File: src/rtl/mem_port_arbiter.sv
// mem_port_arbiter
//
// Purpose: shares one single-ported synchronous memory between an
// instruction-fetch port and a data (load/store) port. Each access takes
// two cycles: an ISSUE cycle that drives the memory, and a RESP cycle that
// returns data and pulses the requester's ready. Data requests normally win
// arbitration. A fairness counter lets fetch win once data has taken
// FAIR_LIMIT grants in a row while fetch was waiting.
//
// Ports:
//   clk, reset           clock and asynchronous active-low reset
//   if_req, if_addr      fetch request and word address
//   if_ready, if_rdata   fetch completion pulse and fetched word
//   d_req, d_we, d_addr, d_wdata, d_wmask
//                        data request, store flag, address, write data,
//                        byte enables
//   d_ready, d_rdata     data completion pulse and load result
//   mem_en, mem_we, mem_addr, mem_wdata, mem_wmask
//                        memory command, driven during the ISSUE cycle
//   mem_rdata            memory read data, valid the cycle after mem_en
//   stall                a request is pending and its ready is not pulsing
module mem_port_arbiter #(
  parameter int AW         = 12,
  parameter int DW         = 32,
  parameter int FAIR_LIMIT = 2
) (
  input  logic          clk,
  input  logic          reset,
  input  logic          if_req,
  input  logic [AW-1:0] if_addr,
  output logic          if_ready,
  output logic [DW-1:0] if_rdata,
  input  logic          d_req,
  input  logic          d_we,
  input  logic [AW-1:0] d_addr,
  input  logic [DW-1:0] d_wdata,
  input  logic [3:0]    d_wmask,
  output logic          d_ready,
  output logic [DW-1:0] d_rdata,
  output logic          mem_en,
  output logic          mem_we,
  output logic [AW-1:0] mem_addr,
  output logic [DW-1:0] mem_wdata,
  output logic [3:0]    mem_wmask,
  input  logic [DW-1:0] mem_rdata,
  output logic          stall
);

  localparam int FW = (FAIR_LIMIT < 1) ? 1 : $clog2(FAIR_LIMIT + 1);
  localparam logic [FW-1:0] FAIR_MAX = FW'(FAIR_LIMIT);

  typedef enum logic [2:0] {
    IDLE     = 3'd0,
    ISSUE_IF = 3'd1,
    ISSUE_D  = 3'd2,
    RESP_IF  = 3'd3,
    RESP_D   = 3'd4
  } state_t;

  state_t        state;
  state_t        next_state;
  logic          grant_if;
  logic          grant_d;
  logic          if_elig;
  logic          d_elig;
  logic [FW-1:0] fair_cnt;
  logic          d_store;
  logic [DW-1:0] if_rdata_hold;
  logic [DW-1:0] d_rdata_hold;

  // State register.
  always_ff @(posedge clk or negedge reset) begin
    if (!reset) begin
      state <= IDLE;
    end else begin
      state <= next_state;
    end
  end

  // Next-state and grant decision. A port whose ready is pulsing this cycle
  // still has its req high for the request being completed, so it must not
  // be granted again here or the access would be duplicated.
  always_comb begin
    next_state = state;
    grant_if   = 1'b0;
    grant_d    = 1'b0;
    if_elig    = if_req && (state != RESP_IF);
    d_elig     = d_req && (state != RESP_D);
    case (state)
      ISSUE_IF: next_state = RESP_IF;
      ISSUE_D:  next_state = RESP_D;
      IDLE, RESP_IF, RESP_D: begin
        if (if_elig && (!d_elig || (fair_cnt == FAIR_MAX))) begin
          grant_if   = 1'b1;
          next_state = ISSUE_IF;
        end else if (d_elig) begin
          grant_d    = 1'b1;
          next_state = ISSUE_D;
        end else begin
          next_state = IDLE;
        end
      end
      default: next_state = IDLE;
    endcase
  end

  // Fairness counter: consecutive data grants taken while fetch is waiting.
  always_ff @(posedge clk or negedge reset) begin
    if (!reset) begin
      fair_cnt <= '0;
    end else if (!if_req || grant_if) begin
      fair_cnt <= '0;
    end else if (grant_d && (fair_cnt != FAIR_MAX)) begin
      fair_cnt <= fair_cnt + {{(FW-1){1'b0}}, 1'b1};
    end else begin
      fair_cnt <= fair_cnt;
    end
  end

  // Memory command registers, loaded on the grant edge. Enables drop after
  // the ISSUE cycle; address and write data keep their last value.
  always_ff @(posedge clk or negedge reset) begin
    if (!reset) begin
      mem_en    <= 1'b0;
      mem_we    <= 1'b0;
      mem_wmask <= 4'h0;
      mem_addr  <= '0;
      mem_wdata <= '0;
      d_store   <= 1'b0;
    end else if (grant_if) begin
      mem_en    <= 1'b1;
      mem_we    <= 1'b0;
      mem_wmask <= 4'h0;
      mem_addr  <= if_addr;
    end else if (grant_d) begin
      mem_en    <= 1'b1;
      mem_we    <= d_we;
      mem_wmask <= d_wmask;
      mem_addr  <= d_addr;
      mem_wdata <= d_wdata;
      d_store   <= d_we;
    end else begin
      mem_en    <= 1'b0;
      mem_we    <= 1'b0;
      mem_wmask <= 4'h0;
    end
  end

  // Read-data holding registers, captured at the end of each read response.
  always_ff @(posedge clk or negedge reset) begin
    if (!reset) begin
      if_rdata_hold <= '0;
      d_rdata_hold  <= '0;
    end else begin
      if (state == RESP_IF) begin
        if_rdata_hold <= mem_rdata;
      end else begin
        if_rdata_hold <= if_rdata_hold;
      end
      if ((state == RESP_D) && !d_store) begin
        d_rdata_hold <= mem_rdata;
      end else begin
        d_rdata_hold <= d_rdata_hold;
      end
    end
  end

  // Response outputs: memory data passes straight through in the response
  // cycle (it only arrives then) and the held copy is shown otherwise.
  // Stall is forced low while reset is asserted.
  always_comb begin
    if_ready = 1'b0;
    d_ready  = 1'b0;
    if_rdata = if_rdata_hold;
    d_rdata  = d_rdata_hold;
    if (state == RESP_IF) begin
      if_ready = 1'b1;
      if_rdata = mem_rdata;
    end else begin
      if_ready = 1'b0;
    end
    if (state == RESP_D) begin
      d_ready = 1'b1;
      if (!d_store) begin
        d_rdata = mem_rdata;
      end else begin
        d_rdata = d_rdata_hold;
      end
    end else begin
      d_ready = 1'b0;
    end
    stall = reset & ((if_req & ~if_ready) | (d_req & ~d_ready));
  end

endmodule

File: config.mk
export PLATFORM = sky130hd
export DESIGN_NAME = mem_port_arbiter
export DESIGN_NICKNAME = d
export VERILOG_FILES = /design/src/rtl/mem_port_arbiter.sv
export SDC_FILE = /design/constraint.sdc
export NUM_CORES = 1
export LEC_CHECK = 0
export CAP_MARGIN = 20
export CORE_MARGIN = 2
export CORE_UTILIZATION = 40
export DETAILED_ROUTE_END_ITERATION = 10
export GPL_TIMING_DRIVEN = 0
export MAX_ROUTING_LAYER = met4
export PLACE_DENSITY = 0.76
export SKIP_CTS_REPAIR_TIMING = 1
export SLEW_MARGIN = 30
export SYNTH_ARGS = -nofsm -noshare
export SYNTH_HDL_FRONTEND = slang
export SYNTH_SLANG_ARGS = --single-unit
File: constraint.sdc
create_clock -name clk -period 3.2 [get_ports clk]
set_input_delay 0.96 -clock clk [delete_from_list [all_inputs] [get_ports clk]]
set_output_delay 0.96 -clock clk [all_outputs]
set_load 0.03 [all_outputs]
==> impl_metrics.csv <==
group,metric,value,unit
outcome,outcome,"finished, final reports clean",
route,dr.first_iter.drc_count,134,
clock_network,clk-insertion-delay-late,0.41,ns
route,routedWlPerCell,16.3,um
clock_network,cts_buffers,17,
clock_network,clock_sinks,120,
route,vias,3971,
pwr,intPower,5.47,mW
critical_path,cpMaxStageDelayCell,"dfrtp_1",
critical_path,cp.required,2.24,ns
clock_network,cts_tree,"built",
critical_path,slowest_delay,0.37,ns
timing,finalCritPeriodShare,96.8,%
timing,fmax,323,MHz
clock_network,root_buffer,"clkbuf_16",
logic_synthesis,ys_async_sr_fraction,100,%
floorplan,die_w,117,um
grt,grt_overflow,0,
clock_network,cts-htree-levels,4,
clock_network,clockBufferDepth,2,
placed_design,io_buffers,213,
timing,tightest_slew,0.374,ns
route,drc,0,
logic_synthesis,syn_area,5140,um^2
logic_synthesis,netlist_instances,413,
timing,setup_violations,0,
logic_synthesis,syn-num-nets,511,
timing,fin_ws,0.102,ns
pwr,swShare,42.2,%
logic_synthesis,syn_avg_cell_area,12.4,um^2
job,max-cap-violations,0,
floorplan,die_h,117,um
logic_synthesis,ys_seq_area_share,58.5,%
placed_design,gp_congestion,0.846,
pwr,p_clk_share,19.0,%
pwr,leakage,3.88,nW
cells_and_area,diodes,0,
floorplan,dieArea,13800,um^2
critical_path,worst_setup_path_start_kind,"flip-flop",
logic_synthesis,synth_seq_cells,120,
critical_path,worstSetupPathType,"flip-flop to primary output",
timing,whs,0.408,ns
pwr,pwr-share-seq,27.4,%
cells_and_area,drive_gt1_share,27.0,%
cells_and_area,final_util,63.3,%
floorplan,fp-row-count,41,
floorplan,pin_count,214,
logic_synthesis,ys_types,34,
pwr,p_sw,4.00,mW
placed_design,place_ws,-0.311,ns
route,dr.pass1.iters,4,
critical_path,endpoint_kind,"primary output",
cells_and_area,nNetsFinal,752,
placed_design,placed_cell_area,7520,um^2
timing,slew_headroom,75.0,%
critical_path,worstPathCellList,"buf_6 > nor2_4 > nand2_2 > nor2_8 > buf_8 > mux2_1 > buf_2",
pwr,ir_drop,0.546,mV
grt,grt_max_degree,91,
timing,grt_setup_unrepaired,"true",
grt,grt_usage,21.1,%
grt,grt_pass1_wl,22100,um
floorplan,floorplan.initialDensity,40.9,%
logic_synthesis,yosys_warnings,0,
worst_hold_path,min_path_type,"primary input to asynchronous set/reset pin",
route,routed_via_density,4.74,
pwr,p_per_area,1190,nW/um^2
timing,drv_slew,0,
placed_design,dp_hpwl,9860,um
route,wl,13700,um
logic_synthesis,synthFlopType,"dfrtp_1",
logic_synthesis,synth_edf_count,0,
grt,antenna_found_initial,0,
critical_path,crit_fanout,10,
timing,fin_tns_setup,0,ns
cells_and_area,area_delta_synth_final,54.8,%
timing,hold_viol,0,
clock_network,clk_pin_slew,0.05,ns
timing,fin_skew,0.00365,ns
cells_and_area,fin_area,7950,um^2
grt,first_global_vias,4214,
floorplan,coreArea,12600,um^2
route,antenna_left,0,
pwr,pwr-share-comb,53.5,%
critical_path,arrival,2.14,ns
timing,fin_crit,3.10,ns
placed cells by master, fill, tap and decap left out, types with 2 or more instances in the layout:
master / n
clkbuf_2: 52
o21ai_0: 6
clkinv_2: 7
mux2_2: 48
buf_2: 8
mux2_1: 39
dlymetal6s2s_1: 14
clkbuf_16: 18
o22ai_1: 12
nand3b_1: 2
a21oi_1: 14
buf_4: 9
buf_8: 4
buf_6: 8
mux2_4: 9
clkbuf_8: 5
dfrtp_1: 120
nand2_1: 96
nor2_1: 6
clkdlybuf4s50_1: 146
inv_1: 21
worst max-delay path, delay by kind of cell (launching register included):
family | cells | cell delay, ns
buffers and inverters | 3 | 0.51
and+or+nand+nor | 3 | 0.49
DFF | 1 | 0.37
muxes | 1 | 0.35
cells in the mapped netlist, types with 2 or more instances:
library cell	count	area share, %
dfrtp_1	120	58
nand2_1	96	7.0
mux2_2	48	11
mux2_1	39	8.5
inv_1	21	1.5
a21oi_1	14	1.4
o22ai_1	12	1.5
buf_6	11	2.4
mux2_4	9	2.6
nor2_1	6	0.44
o21ai_0	6	0.58
buf_2	5	0.49
clkbuf_1	3	0.22
buf_4	2	0.29
nand3b_1	2	0.29
final timing paths:
| check | start | to | slack [ns] | cells after the start |
|---|---|---|---|---|
| worst min register to register | if_rdata_hold[23] | if_rdata_hold[23] | 0.47 | 2 |
| min in group clk | if_rdata_hold[23] | if_rdata_hold[23] | 0.47 | 2 |
| worst max register to register | fair_cnt[0] | mem_addr[4] | 1.38 | 7 |
| max in group asynchronous | reset | d_rdata_hold[31] | 2.23 | 2 |
| worst max-delay path | state[1] | d_rdata[29] | 0.10 | 7 |
| worst min-delay path | reset | mem_wdata[10] | 0.41 | 1 |
layer usage:
layer | global-route usage [%] | routed length, um
met1 | 23.5 | 5530
met2 | 35.9 | 7200
met3 | 5.45 | 557
met4 | 9.11 | 370
met5 | - | 0
registers in the layout, indices dropped and copies added, names as in the netlist:
signal	cells
d_rdata_hold	32
if_rdata_hold	32
mem_wdata	32
mem_addr	12
mem_wmask	4
state	3
fair_cnt	2
d_store	1
mem_en	1
mem_we	1
cell type report:
type / instances / area (um^2)
Buffer: 21 / 190
Clock buffer: 22 / 494
Clock inverter: 9 / 72.6
Fill cell: 1006 / 4620
Inverter: 21 / 78.8
Multi-Input combinational cell: 251 / 1880
Sequential cell: 120 / 3000
Tap cell: 172 / 215
Timing Repair Buffer: 222 / 2020
per-stage QoR:
step,std cells,total power [mW]
6_report,838,9.47
5_1_grt,838,9.98
4_1_cts,830,9.94
3_5_place_dp,799,8.08
3_3_place_gp,798,7.96
2_1_floorplan,413,5.86
power by group through the flow:
stage	sequential, mW	clock, mW	combinational, mW
after floorplan	3.16	0	2.70
after CTS	2.60	1.84	5.49
final	2.60	1.80	5.07
after global routing	2.69	1.92	5.37
after detailed placement	2.62	0	5.46
after global placement	2.58	0	5.38
cell families after synthesis:
| logic type | synth area share (%) |
|---|---|
| AOI/OAI and AO/OA | 4.94 |
| xor gates and xnor gates | 0.171 |
| adders and majority gates | 0.244 |
| buffers and inverters | 4.94 |
| DFF | 58.5 |
| muxes | 21.7 |
| and+or+nand+nor | 9.55 |
Note: power is estimated with default switching activity, not from simulation.
